$ cat config.mk
export PLATFORM = sky130hd
export DESIGN_NAME = sync_fifo
export DESIGN_NICKNAME = d
export VERILOG_FILES = /design/src/rtl/sync_fifo.sv
export SDC_FILE = /design/constraint.sdc
export NUM_CORES = 1
export LEC_CHECK = 0
export BUFFER_PORTS_ARGS = -buffer_cell sky130_fd_sc_hd__clkbuf_2
export CORE_MARGIN = 4
export CORE_UTILIZATION = 59
export DETAILED_ROUTE_END_ITERATION = 6
export HOLD_SLACK_MARGIN = 0.1
export MAX_ROUTING_LAYER = met4
export PLACE_DENSITY = 0.85
export SLEW_MARGIN = 20
export SYNTH_ARGS = -nofsm -noshare
export SYNTH_HDL_FRONTEND = slang
export SYNTH_SLANG_ARGS = --single-unit
$ cat constraint.sdc
create_clock -name clk -period 2.7 [get_ports clk]
set_clock_uncertainty 0.15 [all_clocks]
set_input_delay 0.54 -clock clk [delete_from_list [all_inputs] [get_ports clk]]
set_output_delay 0.54 -clock clk [all_outputs]
set_load 0.05 [all_outputs]
$ cat src/rtl/sync_fifo.sv
// rtl/sync_fifo.sv - single-clock byte FIFO with occupancy counter and full/empty flags
// FIFO_FWFT_EN selects first-word fall-through output instead of the registered read.
module sync_fifo #(
  parameter int DATA_W = 8,
  parameter int DEPTH  = 8
) (
  input  logic              clk,
  input  logic              rst,
  input  logic              wr,
  input  logic              rd,
  input  logic [DATA_W-1:0] data_in,
  output logic [DATA_W-1:0] data_out,
  output logic              empty,
  output logic              full
);

  localparam int ADDR_W = $clog2(DEPTH);
  localparam logic [ADDR_W:0] FULL_CNT = (ADDR_W + 1)'(DEPTH);

  logic [DATA_W-1:0] mem_q [DEPTH];
  logic [ADDR_W-1:0] wr_ptr_q, wr_ptr_d;
  logic [ADDR_W-1:0] rd_ptr_q, rd_ptr_d;
  logic [ADDR_W:0]   count_q, count_d;
  logic              wr_en, rd_en;

  // Flags depend only on registered state, so rd/wr never reach them combinationally.
  assign empty = (count_q == '0);
  assign full  = (count_q == FULL_CNT);

  always_comb begin
    wr_en    = wr && !full;
    rd_en    = rd && !empty;
    wr_ptr_d = wr_ptr_q;
    rd_ptr_d = rd_ptr_q;
    count_d  = count_q;
    if (wr_en) wr_ptr_d = wr_ptr_q + 1'b1;
    if (rd_en) rd_ptr_d = rd_ptr_q + 1'b1;
    if (wr_en && !rd_en)      count_d = count_q + 1'b1;
    else if (rd_en && !wr_en) count_d = count_q - 1'b1;
  end

  always_ff @(posedge clk or posedge rst) begin
    if (rst) begin
      wr_ptr_q <= '0;
      rd_ptr_q <= '0;
      count_q  <= '0;
    end else begin
      wr_ptr_q <= wr_ptr_d;
      rd_ptr_q <= rd_ptr_d;
      count_q  <= count_d;
    end
  end

  // Storage is deliberately left out of reset; contents are meaningless once count is 0.
  always_ff @(posedge clk) begin
    if (wr_en) mem_q[wr_ptr_q] <= data_in;
  end

`ifdef FIFO_FWFT_EN
  assign data_out = empty ? '0 : mem_q[rd_ptr_q];
`else
  logic [DATA_W-1:0] data_out_q, data_out_d;

  always_comb begin
    data_out_d = data_out_q;
    if (rd_en) data_out_d = mem_q[rd_ptr_q];
  end

  always_ff @(posedge clk or posedge rst) begin
    if (rst) data_out_q <= '0;
    else     data_out_q <= data_out_d;
  end

  assign data_out = data_out_q;
`endif

endmodule

# Word-level counts from Yosys, hierarchy flattened

Memories as Yosys holds them, arrays and structs flattened. A register that Yosys moved wholly into a read port is not among the register bits.
Index checks and enable logic that the tools add are counted.

Bits in latches: 0
Memories: 1
Output and inout port bits: 10
Logic and storage cells: 23
Bits in read-only memories: 0
Bits in writable memories: 64
Register bits after elaboration: 10

Divide/modulo/power cells: 0
Shift operators: 0
Add/sub/neg operators: 4
Bitwise logic cells: 0
Reductions and logical operators: 10
Magnitude comparators: 0
Equality and inequality tests: 1
Mux-type cells: 4
Multiply operators: 0

Memories:

| memory | words | bits a word | read ports | clocked after Yosys merged registers in | write ports | RTL line | RTL |
|---|---|---|---|---|---|---|---|
| mem_q  | 8     | 8           | 1          | 1                                       | 1           | 20       | `logic [DATA_W-1:0] mem_q [DEPTH];` |

Operators with widths:

| operator                                                           | number |
|---|---|
| 4-bit two-way mux                                                  | 2 |
| 3-bit by 1-bit adder with 3-bit output, second input constant      | 2 |
| 4-bit by 1-bit adder with 4-bit output, second input constant      | 1 |
| 4-bit == test, second input constant                               | 1 |
| 1-bit logical AND                                                  | 4 |
| 1-bit logical NOT                                                  | 4 |
| 4-bit logical NOT                                                  | 1 |
| 4-bit by 1-bit subtractor with 4-bit output, second input constant | 1 |
| 1-bit two-way mux                                                  | 2 |
| 2-bit nonzero test                                                 | 1 |

# Longest topological paths before layout

Gate-level depths: netlist (run 1).

Depth in word-level cells: 7
Gate-level depth with buffers: 10
Mapped depth without buffers: 9

# Least setup slack after synthesis (run 1)

No wires, ideal clock.

Kind: reg2reg
Start: register count_q[0]
End: register count_q[3]
Cell stages (with the launch flop): 10
Path buffers: 1
Library setup time: 136 ps
Clock period less this slack: 3,372 ps
Slack: -672 ps
Arrival: 3,086 ps
Required time: 2,414 ps
Path through: dfrtp_1 > nor4_2 > nand2b_1 > buf_2 > ha_1 > inv_1 > ha_1 > a21o_1 > a2111oi_0 > o31ai_1

Longest elaborated chain between the ends: 6
Elaborated cells on any way between the ends: 15
Those cells by class: add/sub: 2; eq/ne: 1; mux: 2; reduce/logical: 10

Ends and longest elaborated chain:

| element                                                 | RTL line | RTL |
|---|---|---|
| from (decl)                                             | 23       | `logic [ADDR_W:0] count_q, count_d;` |
| from (signal assigned)                                  | 50       | `count_q <= count_d;` |
| 4-bit logical NOT (*)                                   | 27       | `assign empty = (count_q == '0);` |
| net empty                                               | 13       | `output logic empty,` |
| 1-bit logical NOT (*)                                   | 32       | `rd_en = rd && !empty;` |
| 1-bit logical AND (*)                                   | 32       |  |
| 1-bit logical NOT                                       | 38       | `if (wr_en && !rd_en) count_d = count_q + 1'b1;` |
| 1-bit logical AND                                       | 38       |  |
| 4-bit two-way mux or 2-bit nonzero test (tied branches) | -        |  |

The timed path passes the listed nets; every way through them passes the cells marked *. The select of a mux whose other input is x is not followed.
A chain may end at the register's enable or synchronous reset.

# Final worst setup path (run 1)

Start: register count_q[0]
End: register count_q[3]

Longest elaborated chain between the ends: 6
Elaborated cells on any way between the ends: 15
Those cells by class: add/sub: 2; eq/ne: 1; mux: 2; reduce/logical: 10

Ends and longest elaborated chain:

| element                      | RTL line | RTL |
|---|---|---|
| 4-bit == test (*)            | 28       | `assign full = (count_q == FULL_CNT);` |
| 1-bit logical NOT (*)        | 31       | `wr_en = wr && !full;` |
| 1-bit logical AND (*)        | 31       |  |
| net wr_en                    | 24       | `logic wr_en, rd_en;` |
| 1-bit logical NOT            | 39       | `else if (rd_en && !wr_en) count_d = count_q - 1'b1;` |
| 1-bit logical AND            | 39       |  |
| 2-bit nonzero test (no line) | -        |  |

Marks and branches as above.

==> results of run 1 <==
[Yosys cell counts, types with 2 or more instances]
library cell	instances
edfxtp_1	64
dfrtp_1	18
mux2_2	18
mux2i_1	17
nand2_1	15
a221o_1	8
nor2_1	8
o22ai_1	8
o21ai_1	7
ha_1	5
nand2b_1	5
nor3_1	5
xnor2_1	4
inv_1	3
buf_12	2
buf_6	2
clkbuf_1	2
nor2b_1	2
xor2_1	2
[through the flow]
stage                     hold WS [ps]  setup TNS (ps)  worst slack [ps]  power [mW]
after floorplan                    328           -71.1             -71.1        3.19
after global placement             317               0               402        3.48
final                              119               0               257        4.25
after CTS                          129               0               259        4.28
after global routing               187               0               107        4.49
after detailed placement           328               0               265        3.56
[path summary, 6_finish.rpt]
check,from,end,slack [ps],cells after the start
max in group asynchronous,rst,count_q[2],1800,2
worst min register to register,data_out[1],data_out[1],340,2
min in group clk,data_in[4],mem_q[6][4],320,1
worst max-delay path,count_q[0],count_q[3],260,9
worst min-delay path,rst,data_out[0],120,2
worst max register to register,count_q[0],count_q[3],260,9
[power groups by stage]
stage	Combinational, mW	Sequential (mW)	Clock (mW)
floorplan	1.13	2.06	0
global placement	1.62	1.86	0
detailed placement	1.68	1.88	0
CTS	1.69	1.85	0.741
global route	1.80	1.89	0.796
finish	1.67	1.85	0.721
[layout make-up]
cell class	count	share of cell area, %
clock buffers	12	3.55
clock inverters	4	0.526
inverters	3	0.361
multi-input cells	116	25.8
flip-flops and latches	82	62.4
well taps	72	2.37
repair buffers	31	5.06
[flip-flops by register name, indices dropped and copies added, names as in the netlist]
register	count
count_q	4
rd_ptr_q	3
mem_q	64
data_out	8
wr_ptr_q	3
[layer usage]
layer,GRT usage [%],wire length (um)
met5,-,0
met1,24.3,2460
met2,28.6,2940
met3,5.43,381
met4,7.60,124
[cell usage in the layout (no fill, tap or decap), types with 2 or more instances in the layout]
| master | instances |
|---|---|
| edfxtp_1 | 64 |
| clkbuf_2 | 21 |
| mux2_2 | 18 |
| mux2i_1 | 17 |
| dfrtp_1 | 16 |
| nand2_1 | 15 |
| clkbuf_8 | 9 |
| buf_4 | 9 |
| nor2_1 | 8 |
| o22ai_1 | 8 |
| a221o_1 | 8 |
| o21ai_1 | 7 |
| nor3_1 | 5 |
| xnor2_1 | 4 |
| nand2b_1 | 4 |
| ha_4 | 3 |
| clkbuf_1 | 3 |
| xor2_1 | 2 |
| nor2b_1 | 2 |
| inv_1 | 2 |
| ha_1 | 2 |
| clkinv_1 | 2 |
| dfrtp_2 | 2 |
[cells by family (layout without fill, tap and decap cells)]
logic type,after synthesis,in the layout,share of synthesized area [%]
fa+ha+maj,6,6,2.44
xor+xnor,6,6,1.55
mux,36,36,11.3
simple gates,38,38,5.32
flops,82,82,70.0
compound gates,30,30,6.46
buf+inv,12,50,2.88
[critical path: stages (launching register included)]
cell	delay [ps]
dfrtp_1	470
nor3_1	330
a21boi_2	180
ha_4	220
inv_4	90
ha_4	200
a21o_1	190
a21oi_2	150
mux2i_1	230
o31ai_1	110
==> impl_metrics.prom, run 1 <==
# TYPE chip_impl_metric gauge
chip_impl_metric{name="floorplan.initialDensity",unit="%"} 61.2
chip_impl_metric{name="cts_made_buffers",unit=""} 9
chip_impl_metric{name="firstDrtPassIters",unit=""} 4
chip_impl_info{name="run_status",value="finished clean"} 1
chip_impl_metric{name="grt_max_degree",unit=""} 35
chip_impl_metric{name="crit_path_max_fanout",unit=""} 6
chip_impl_metric{name="drive_above_1_share",unit="%"} 29.0
chip_impl_metric{name="fin_crit",unit="ps"} 2440
chip_impl_info{name="ys.flop_type",value="edfxtp_1"} 1
chip_impl_metric{name="drc",unit=""} 0
chip_impl_metric{name="ir_worst_vdd",unit="mV"} 1.06
chip_impl_metric{name="postRouteAntennaNets",unit=""} 0
chip_impl_metric{name="insertion_delay",unit="ps"} 350
chip_impl_info{name="tritoncts",value="built"} 1
chip_impl_metric{name="finalHoldViolations",unit=""} 0
chip_impl_metric{name="power.density_cell_area",unit="nW/um2"} 1110
chip_impl_metric{name="cts-root-to-sink-buffers",unit=""} 2
chip_impl_metric{name="synth_largest_type_area_fraction",unit="%"} 56.7
chip_impl_info{name="synth_top_area_cell",value="edfxtp_1"} 1
chip_impl_info{name="hold_path.class",value="input pin to async pin"} 1
chip_impl_metric{name="power_frac_seq",unit="%"} 43.7
chip_impl_metric{name="detailroute.via_count",unit=""} 1844
chip_impl_metric{name="final_design_area_no_fill",unit="um2"} 3810
chip_impl_metric{name="antenna_cells",unit=""} 0
chip_impl_metric{name="place.detailed.hpwl",unit="um"} 3960
chip_impl_metric{name="die_area",unit="um2"} 7020
chip_impl_metric{name="first_global_vias",unit=""} 1830
chip_impl_metric{name="post_drt_wl_per_cell",unit="um"} 18.4
chip_impl_metric{name="grt_util_all_layers",unit="%"} 18.9
chip_impl_metric{name="placed_cell_areas",unit="um2"} 3650
chip_impl_metric{name="postCtsSetupBuffers",unit=""} 0
chip_impl_metric{name="sw_frac_of_total",unit="%"} 37.0
chip_impl_metric{name="crit_required",unit="ps"} 2770
chip_impl_metric{name="number_of_instances_in_the_synthesized_netlist",unit=""} 210
chip_impl_metric{name="multi_input_area",unit="um2"} 982
chip_impl_metric{name="placed_cells",unit=""} 304
chip_impl_metric{name="placeableCoreArea",unit="um2"} 5540
chip_impl_info{name="setup.worst_path.class",value="flip-flop to flip-flop"} 1
chip_impl_metric{name="number_of_synthesized_flops_with_an_enable_pin",unit=""} 64
chip_impl_metric{name="synth.yosys.seq_area_share",unit="%"} 70.0
chip_impl_metric{name="cp.arrival",unit="ps"} 2510
chip_impl_metric{name="drt_iter0_markers",unit=""} 124
chip_impl_metric{name="num-fill-cells",unit=""} 384
chip_impl_metric{name="power_frac_clock",unit="%"} 17.0
chip_impl_metric{name="final-setup-viol-count",unit=""} 0
chip_impl_metric{name="total_switching_power",unit="mW"} 1.57
chip_impl_metric{name="synth_cell_type_count",unit=""} 34
chip_impl_info{name="post_synth_main_area_contributors",value="edfxtp_1 (57%), dfrtp_1 (13%), mux2_2 (6.0%)"} 1
chip_impl_metric{name="worst_slew_pin_slew",unit="ps"} 681
chip_impl_metric{name="cellLeakagePower",unit="nW"} 1.41
chip_impl_metric{name="route.final.wire_length",unit="um"} 5900
chip_impl_metric{name="utilization",unit="%"} 68.7
chip_impl_metric{name="cts_resizes",unit=""} 0
chip_impl_metric{name="combinational_share_of_power",unit="%"} 39.4
chip_impl_metric{name="io_pins",unit=""} 22
chip_impl_metric{name="cts.sink_count",unit=""} 82
chip_impl_metric{name="global_route.overflow_total",unit=""} 0
chip_impl_metric{name="cts.htree.levels",unit=""} 3
chip_impl_metric{name="fin_cells",unit=""} 320
chip_impl_metric{name="post_route_fraction_of_the_period_consumed_by_the_critical_path",unit="%"} 90.5
chip_impl_metric{name="synth_area",unit="um2"} 3390
chip_impl_metric{name="flow.area_growth_from_synthesis",unit="%"} 12.4
chip_impl_metric{name="worst_setup_hold_path_clk_slew",unit="ps"} 70
chip_impl_metric{name="chip_width",unit="um"} 83.8
chip_impl_info{name="rsz_0062_raised_after_global_routing",value="no"} 1
chip_impl_metric{name="grt_antenna_before_repair",unit=""} 0
chip_impl_info{name="cp-start-kind",value="flip-flop"} 1
chip_impl_metric{name="syn-mean-instance-area",unit="um2"} 16.1
chip_impl_metric{name="place_congestion",unit=""} 0.773
chip_impl_info{name="cts-root-buf",value="clkbuf_8"} 1
chip_impl_metric{name="drv.max_cap_violation_count",unit=""} 0
chip_impl_metric{name="fmax",unit="MHz"} 409
chip_impl_metric{name="cts_hold_buf",unit=""} 0
chip_impl_info{name="cp-end-kind",value="flip-flop"} 1
chip_impl_metric{name="timing.max_slew.rel_slack",unit="%"} 54.6
chip_impl_metric{name="final_max_slew_viol_count",unit=""} 0
chip_impl_metric{name="placement.io_buffers",unit=""} 21
chip_impl_metric{name="synth_warnings",unit=""} 0
chip_impl_metric{name="synthArstFlopShare",unit="%"} 22.0
chip_impl_metric{name="register_area",unit="um2"} 2370
chip_impl_metric{name="postSynthRegisterBits",unit=""} 82
chip_impl_metric{name="cell_internal_pwr",unit="mW"} 2.68
chip_impl_metric{name="via_per_inst",unit=""} 5.76
chip_impl_metric{name="global_route_wire_length_before_repair",unit="um"} 9630
chip_impl_metric{name="net_count_reported_at_finish",unit=""} 261
chip_impl_metric{name="dieHeight",unit="um"} 83.8
chip_impl_metric{name="placementRows",unit=""} 27
chip_impl_metric{name="synth_fp_nets",unit=""} 228
(Power assumes the default switching activity.)
==> inputs of run 2 (changes only) <==
BUFFER_PORTS_ARGS = -buffer_cell sky130_fd_sc_hd__buf_2   (was -buffer_cell sky130_fd_sc_hd__clkbuf_2)
==> run 2 against run 1 <==
Effect of this change:
- cell area is 0.20% higher
- sequential power hardly changed
- fmax up 2.5%
- total power increased by 1.3%
- sequential cell count unchanged
- global-route usage about the same
- critical path depth unchanged
- register-to-register slack better by 60 ps
- sequential share of layout area down 0.12 points
- critical endpoint unchanged
==> impl_metrics.prom, run 2 (synthesis gave the netlist of run 1 again) <==
# TYPE chip_impl_metric gauge
chip_impl_metric{name="finalHoldViolations",unit=""} 0
chip_impl_info{name="timing.critical_path.cells",value="nor3_1 > a21boi_2 > ha_4 > inv_4 > ha_4 > a21o_1 > a21oi_2 > mux2i_1 > o31ai_1"} 1
chip_impl_metric{name="cellLeakagePower",unit="nW"} 1.42
chip_impl_metric{name="finalWorstSetupSlack",unit="ps"} 316
chip_impl_metric{name="combinational_share_of_power",unit="%"} 38.2
chip_impl_metric{name="global_route.overflow_total",unit=""} 0
chip_impl_metric{name="crit_required",unit="ps"} 2770
chip_impl_metric{name="grt_antenna_before_repair",unit=""} 0
chip_impl_metric{name="flow.area_growth_from_synthesis",unit="%"} 12.6
chip_impl_metric{name="drv.max_cap_violation_count",unit=""} 0
chip_impl_metric{name="num-fill-cells",unit=""} 380
chip_impl_metric{name="power.density_cell_area",unit="nW/um2"} 1130
chip_impl_metric{name="drt_iter0_markers",unit=""} 121
chip_impl_metric{name="crit_path_max_fanout",unit=""} 6
chip_impl_metric{name="post_drt_wl_per_cell",unit="um"} 18.3
chip_impl_metric{name="drc",unit=""} 0
chip_impl_info{name="final_common_cell",value="edfxtp_1"} 1
chip_impl_metric{name="detailroute.via_count",unit=""} 1803
chip_impl_metric{name="total_switching_power",unit="mW"} 1.55
chip_impl_metric{name="cts.sink_count",unit=""} 82
chip_impl_metric{name="power_frac_seq",unit="%"} 43.0
chip_impl_metric{name="placement.io_buffers",unit=""} 21
chip_impl_metric{name="io_pins",unit=""} 22
chip_impl_metric{name="antenna_cells",unit=""} 0
chip_impl_info{name="cp_top_family",value="compound AO/OA/AOI/OAI gates"} 1
chip_impl_metric{name="firstDrtPassIters",unit=""} 5
chip_impl_metric{name="fin_cells",unit=""} 319
chip_impl_info{name="worst_setup_path_endpoint",value="count_q[3]"} 1
chip_impl_info{name="cp-end-kind",value="flip-flop"} 1
chip_impl_metric{name="cts-root-to-sink-buffers",unit=""} 2
chip_impl_metric{name="hold-worst-slack",unit="ps"} 144
chip_impl_metric{name="worst_setup_hold_path_clk_slew",unit="ps"} 80
chip_impl_info{name="run_status",value="finished clean"} 1
chip_impl_info{name="tritoncts",value="built"} 1
chip_impl_metric{name="place_congestion",unit=""} 0.734
chip_impl_info{name="reg2reg_to",value="count_q[3]"} 1
chip_impl_metric{name="chip_width",unit="um"} 83.8
chip_impl_metric{name="cts_hold_buf",unit=""} 0
chip_impl_metric{name="insertion_delay",unit="ps"} 340
chip_impl_info{name="crit_path_start",value="count_q[0]"} 1
chip_impl_info{name="max_flop_register",value="mem_q"} 1
chip_impl_metric{name="post_route_setup_tns",unit="ps"} 0
chip_impl_metric{name="final_max_slew_viol_count",unit=""} 0
chip_impl_metric{name="route.final.wire_length",unit="um"} 5830
chip_impl_metric{name="dieHeight",unit="um"} 83.8
chip_impl_metric{name="critPathMaxStageDelay",unit="ps"} 480
chip_impl_metric{name="die_area",unit="um2"} 7020
chip_impl_metric{name="timing.max_slew.rel_slack",unit="%"} 53.7
chip_impl_metric{name="worst_slew_pin_slew",unit="ps"} 693
chip_impl_metric{name="placeableCoreArea",unit="um2"} 5540
chip_impl_metric{name="ff2ff_path_depth",unit=""} 9
chip_impl_metric{name="place.detailed.hpwl",unit="um"} 3940
chip_impl_metric{name="floorplan.initialDensity",unit="%"} 61.2
chip_impl_metric{name="postCtsSetupBuffers",unit=""} 0
chip_impl_metric{name="global_route_wire_length_before_repair",unit="um"} 9660
chip_impl_metric{name="ir_worst_vdd",unit="mV"} 0.792
chip_impl_info{name="rsz_0062_raised_after_global_routing",value="no"} 1
chip_impl_metric{name="placementRows",unit=""} 27
chip_impl_metric{name="totalPowerFinal",unit="mW"} 4.30
chip_impl_info{name="setup.worst_path.class",value="flip-flop to flip-flop"} 1
chip_impl_info{name="hold_path.class",value="input pin to async pin"} 1
chip_impl_metric{name="cts_resizes",unit=""} 0
chip_impl_metric{name="power_frac_clock",unit="%"} 18.8
chip_impl_metric{name="number_of_gates_on_the_worst_path_with_buffers_counted",unit=""} 9
chip_impl_info{name="final_cell_mix",value="edfxtp_1 (64), buf_2 (21), mux2_2 (18)"} 1
chip_impl_metric{name="placed_cells",unit=""} 304
chip_impl_metric{name="final-setup-viol-count",unit=""} 0
chip_impl_metric{name="cts.htree.levels",unit=""} 3
chip_impl_metric{name="grt_max_degree",unit=""} 35
chip_impl_metric{name="net_count_reported_at_finish",unit=""} 261
chip_impl_metric{name="dp_worst_setup_slack",unit="ps"} 327
chip_impl_metric{name="first_global_vias",unit=""} 1861
chip_impl_metric{name="fin_crit",unit="ps"} 2380
chip_impl_metric{name="cts_made_buffers",unit=""} 9
chip_impl_metric{name="cp.arrival",unit="ps"} 2460
chip_impl_metric{name="reg2reg_setup_slack",unit="ps"} 320
chip_impl_info{name="rr_startpoint",value="count_q[0]"} 1
chip_impl_metric{name="grt_util_all_layers",unit="%"} 18.9
chip_impl_metric{name="via_per_inst",unit=""} 5.65
chip_impl_metric{name="post_route_fraction_of_the_period_consumed_by_the_critical_path",unit="%"} 88.3
chip_impl_metric{name="postRouteAntennaNets",unit=""} 0
chip_impl_info{name="cts-root-buf",value="clkbuf_8"} 1
chip_impl_metric{name="cp.buffers_inverters",unit=""} 1
chip_impl_metric{name="cell_internal_pwr",unit="mW"} 2.75
chip_impl_info{name="worst_path_max_delay_cell",value="dfrtp_1"} 1
chip_impl_metric{name="sw_frac_of_total",unit="%"} 36.1
chip_impl_metric{name="drive_above_1_share",unit="%"} 29.6
chip_impl_info{name="cp-start-kind",value="flip-flop"} 1
chip_impl_metric{name="fmax",unit="MHz"} 419
chip_impl_metric{name="largest_register_ff_count",unit=""} 64
chip_impl_info{name="critical-path-top-cell-by-count",value="ha_4"} 1
-- run 2: cell count changes in the layout (fill, tap and decap cells not counted), sizes merged --
cell / previous run / this run
buf: 10 / 31
bufinv: 0 / 1
clkbuf: 33 / 11
clkinvlp: 1 / 0
-- run 2: worst min-delay path by stage --
| stage | depth (start not counted) | end |
|---|---|---|
| 2_1_floorplan | 1 | count_q[0] |
| 3_3_place_gp | 2 | data_out[4] |
| 3_5_place_dp | 2 | data_out[4] |
| 4_1_cts | 2 | rd_ptr_q[1] |
| 5_1_grt | 2 | data_out[3] |
| 6_report | 2 | rd_ptr_q[1] |
-- run 2: layer usage --
metal  vias up  wire length (um)  part of all wire [%]  global-route usage (%)
li1        866                 -                     -                       -
met1       893              2580                    44                    22.9
met2        40              2950                    51                    30.4
met3         4               256                   4.4                    6.91
met4         0                45                  0.77                    4.82
met5         -                 0                     0                       -
-- run 2: power groups by stage --
stage,sequential (mW),combinational [mW],clock (mW)
floorplan,2.06,1.13,0
global placement,1.85,1.58,0
detailed placement,1.87,1.64,0
CTS,1.85,1.66,0.824
global route,1.88,1.78,0.900
finish,1.85,1.64,0.808
-- run 2: cell type report --
type                    instances  area [um2]  area share [%]
multi-input cells             116         982            25.7
clock buffers                  11         131            3.44
flip-flops and latches         82        2370            62.2
repair buffers                 31         180            4.72
inverters                       3        13.8           0.361
clock inverters                 4        43.8            1.15
well taps                      72        90.1            2.36
-- run 2: stage by stage --
step / area (um2) / utilization (%)
floorplan: 3460 / -
global placement: 3640 / 65.7
detailed placement: 3640 / 65.7
CTS: 3820 / 68.9
global route: 3820 / 68.9
finish: 3820 / 68.9
==> inputs of run 3 (changes only) <==
CORE_UTILIZATION = 64   (was 59)
PLACE_DENSITY = 0.91   (was 0.85)
clock period = 2.83 ns   (was 2.7 ns; I/O delays follow)
==> run 3 against run 2 <==
Effect of this change:
- total power shrank 3.7%
- sequential power shrank 5%
- die area decreased by 7.1%
- count of clock-buffer cells in the layout down 2
- sequential cell count stayed put
- largest power group unchanged
- combinational power down 5%
==> impl_metrics.prom, run 3 (synthesis gave the netlist of run 1 again) <==
# TYPE chip_impl_metric gauge
chip_impl_info{name="run_status",value="finished clean"} 1
chip_impl_metric{name="utilization",unit="%"} 74.4
chip_impl_info{name="final_cell_mix",value="edfxtp_1 (64), buf_2 (21), mux2_2 (18)"} 1
chip_impl_metric{name="chip_width",unit="um"} 80.8
chip_impl_metric{name="post_route_setup_tns",unit="ps"} 0
chip_impl_metric{name="insertion_delay",unit="ps"} 350
chip_impl_metric{name="post_route_fraction_of_the_period_consumed_by_the_critical_path",unit="%"} 89.5
chip_impl_metric{name="drv.max_cap_violation_count",unit=""} 0
chip_impl_metric{name="sw_frac_of_total",unit="%"} 37.1
chip_impl_metric{name="dieHeight",unit="um"} 80.8
chip_impl_info{name="cp-start-kind",value="flip-flop"} 1
chip_impl_info{name="tritoncts",value="built"} 1
chip_impl_metric{name="placeableCoreArea",unit="um2"} 5110
chip_impl_metric{name="fin_crit",unit="ps"} 2530
chip_impl_metric{name="net_count_reported_at_finish",unit=""} 260
chip_impl_metric{name="totalPowerFinal",unit="mW"} 4.14
chip_impl_metric{name="fin_cells",unit=""} 317
chip_impl_metric{name="crit_path_max_fanout",unit=""} 20
chip_impl_metric{name="postRouteAntennaNets",unit=""} 0
chip_impl_metric{name="drc",unit=""} 0
chip_impl_metric{name="floorplan.initialDensity",unit="%"} 66.3
chip_impl_metric{name="first_global_vias",unit=""} 1941
chip_impl_info{name="max_flop_register",value="mem_q"} 1
chip_impl_metric{name="combinational_share_of_power",unit="%"} 37.3
chip_impl_metric{name="ir_worst_vdd",unit="mV"} 0.616
chip_impl_metric{name="power.density_cell_area",unit="nW/um2"} 1090
chip_impl_metric{name="total_switching_power",unit="mW"} 1.54
chip_impl_info{name="cp-end-kind",value="flip-flop"} 1
chip_impl_metric{name="placement.io_buffers",unit=""} 21
chip_impl_metric{name="grt_util_all_layers",unit="%"} 21.8
chip_impl_metric{name="placed_cell_areas",unit="um2"} 3600
chip_impl_metric{name="cellLeakagePower",unit="nW"} 1.42
chip_impl_metric{name="grt_antenna_before_repair",unit=""} 0
chip_impl_metric{name="die_area",unit="um2"} 6520
chip_impl_metric{name="crit_required",unit="ps"} 2910
chip_impl_metric{name="detailroute.via_count",unit=""} 1816
chip_impl_metric{name="cts_resizes",unit=""} 0
chip_impl_metric{name="place_congestion",unit=""} 0.785
chip_impl_metric{name="cp.arrival",unit="ps"} 2620
chip_impl_metric{name="via_per_inst",unit=""} 5.73
chip_impl_metric{name="cell_internal_pwr",unit="mW"} 2.60
chip_impl_metric{name="dp_worst_setup_slack",unit="ps"} 303
chip_impl_metric{name="io_pins",unit=""} 22
chip_impl_metric{name="route.final.wire_length",unit="um"} 6070
chip_impl_metric{name="finalHoldViolations",unit=""} 0
chip_impl_metric{name="drt_iter0_markers",unit=""} 200
chip_impl_info{name="cts-root-buf",value="clkbuf_8"} 1
chip_impl_metric{name="timing.max_slew.rel_slack",unit="%"} 54.5
chip_impl_metric{name="firstDrtPassIters",unit=""} 4
chip_impl_metric{name="power_frac_seq",unit="%"} 42.3
chip_impl_metric{name="power_frac_clock",unit="%"} 20.3
chip_impl_metric{name="place.detailed.hpwl",unit="um"} 3860
chip_impl_metric{name="placed_cells",unit=""} 301
chip_impl_metric{name="grt_max_degree",unit=""} 35
chip_impl_metric{name="cts_made_buffers",unit=""} 9
chip_impl_metric{name="largest_register_ff_count",unit=""} 64
chip_impl_metric{name="postCtsSetupBuffers",unit=""} 0
chip_impl_metric{name="hold-worst-slack",unit="ps"} 164
chip_impl_metric{name="fmax",unit="MHz"} 395
chip_impl_metric{name="post_drt_wl_per_cell",unit="um"} 19.2
chip_impl_metric{name="antenna_cells",unit=""} 0
chip_impl_info{name="rr_startpoint",value="count_q[2]"} 1
chip_impl_info{name="final_common_cell",value="edfxtp_1"} 1
chip_impl_metric{name="cts.htree.levels",unit=""} 3
chip_impl_metric{name="drive_above_1_share",unit="%"} 29.1
chip_impl_info{name="hold_path.class",value="input pin to async pin"} 1
chip_impl_metric{name="final-setup-viol-count",unit=""} 0
chip_impl_metric{name="worst_slew_pin_slew",unit="ps"} 682
chip_impl_metric{name="placementRows",unit=""} 26
chip_impl_metric{name="global_route_wire_length_before_repair",unit="um"} 9740
chip_impl_metric{name="cts_hold_buf",unit=""} 0
chip_impl_metric{name="global_route.overflow_total",unit=""} 0
chip_impl_metric{name="worst_setup_hold_path_clk_slew",unit="ps"} 80
chip_impl_metric{name="cts-root-to-sink-buffers",unit=""} 2
chip_impl_info{name="setup.worst_path.class",value="flip-flop to flip-flop"} 1
chip_impl_info{name="rsz_0062_raised_after_global_routing",value="no"} 1
chip_impl_metric{name="flow.area_growth_from_synthesis",unit="%"} 12.2
chip_impl_metric{name="cts.sink_count",unit=""} 82
chip_impl_info{name="crit_path_start",value="count_q[2]"} 1
chip_impl_metric{name="final_max_slew_viol_count",unit=""} 0
chip_impl_metric{name="finalWorstSetupSlack",unit="ps"} 297
chip_impl_metric{name="final_design_area_no_fill",unit="um2"} 3800
-- run 3: changes by cell type in the layout (fill, tap and decap cells not counted), moves of 2 or more --
| cell | change |
|---|---|
| inv_6 | +2 |
| ha_4 | -2 |
| clkinvlp_4 | +2 |
| ha_1 | +2 |
| clkbuf_1 | -2 |
-- run 3: layer usage --
metal / up-vias / global-route usage [%] / part of all wire (%)
met5: - / - / 0
met4: 0 / 11.0 / 2.7
met3: 16 / 5.32 / 4.4
met2: 45 / 35.4 / 51
met1: 894 / 25.4 / 42
li1: 861 / - / -
-- run 3: power groups by stage --
stage          logic, mW  clock network (mW)  registers [mW]
5_1_grt             1.68               0.890            1.79
3_5_place_dp        1.54                   0            1.78
4_1_cts             1.55               0.847            1.75
3_3_place_gp        1.49                   0            1.76
6_report            1.55               0.842            1.75
2_1_floorplan       1.06                   0            1.96
-- run 3: worst paths after layout --
| kind | endpoint | slack [ps] | depth (start not counted) |
|---|---|---|---|
| max | count_q[3] | 300 | 9 |
| min | count_q[0] | 160 | 2 |
| max reg2reg | count_q[3] | 300 | 9 |
| min reg2reg | data_out[4] | 340 | 2 |
| max in group asynchronous | count_q[1] | 1890 | 2 |
| min in group clk | mem_q[1][1] | 330 | 1 |
-- run 3: layout make-up --
class | instances | area (um2)
clock buffer | 9 | 124
clock inverter | 7 | 76.3
fill | 303 | 1310
inverter | 3 | 11.3
multi-input combinational | 116 | 957
sequential | 82 | 2370
tap | 70 | 87.6
timing repair buffer | 30 | 173
-- run 3: worst max-delay path: stages, from the launching register on --
cell and delay (ps):
dfrtp_1 450, nor4_4 310, nand2b_4 310, ha_4 190, inv_1 90, ha_1 290, a21o_1 200, a21oi_2 140
mux2i_1 190, o31ai_1 90
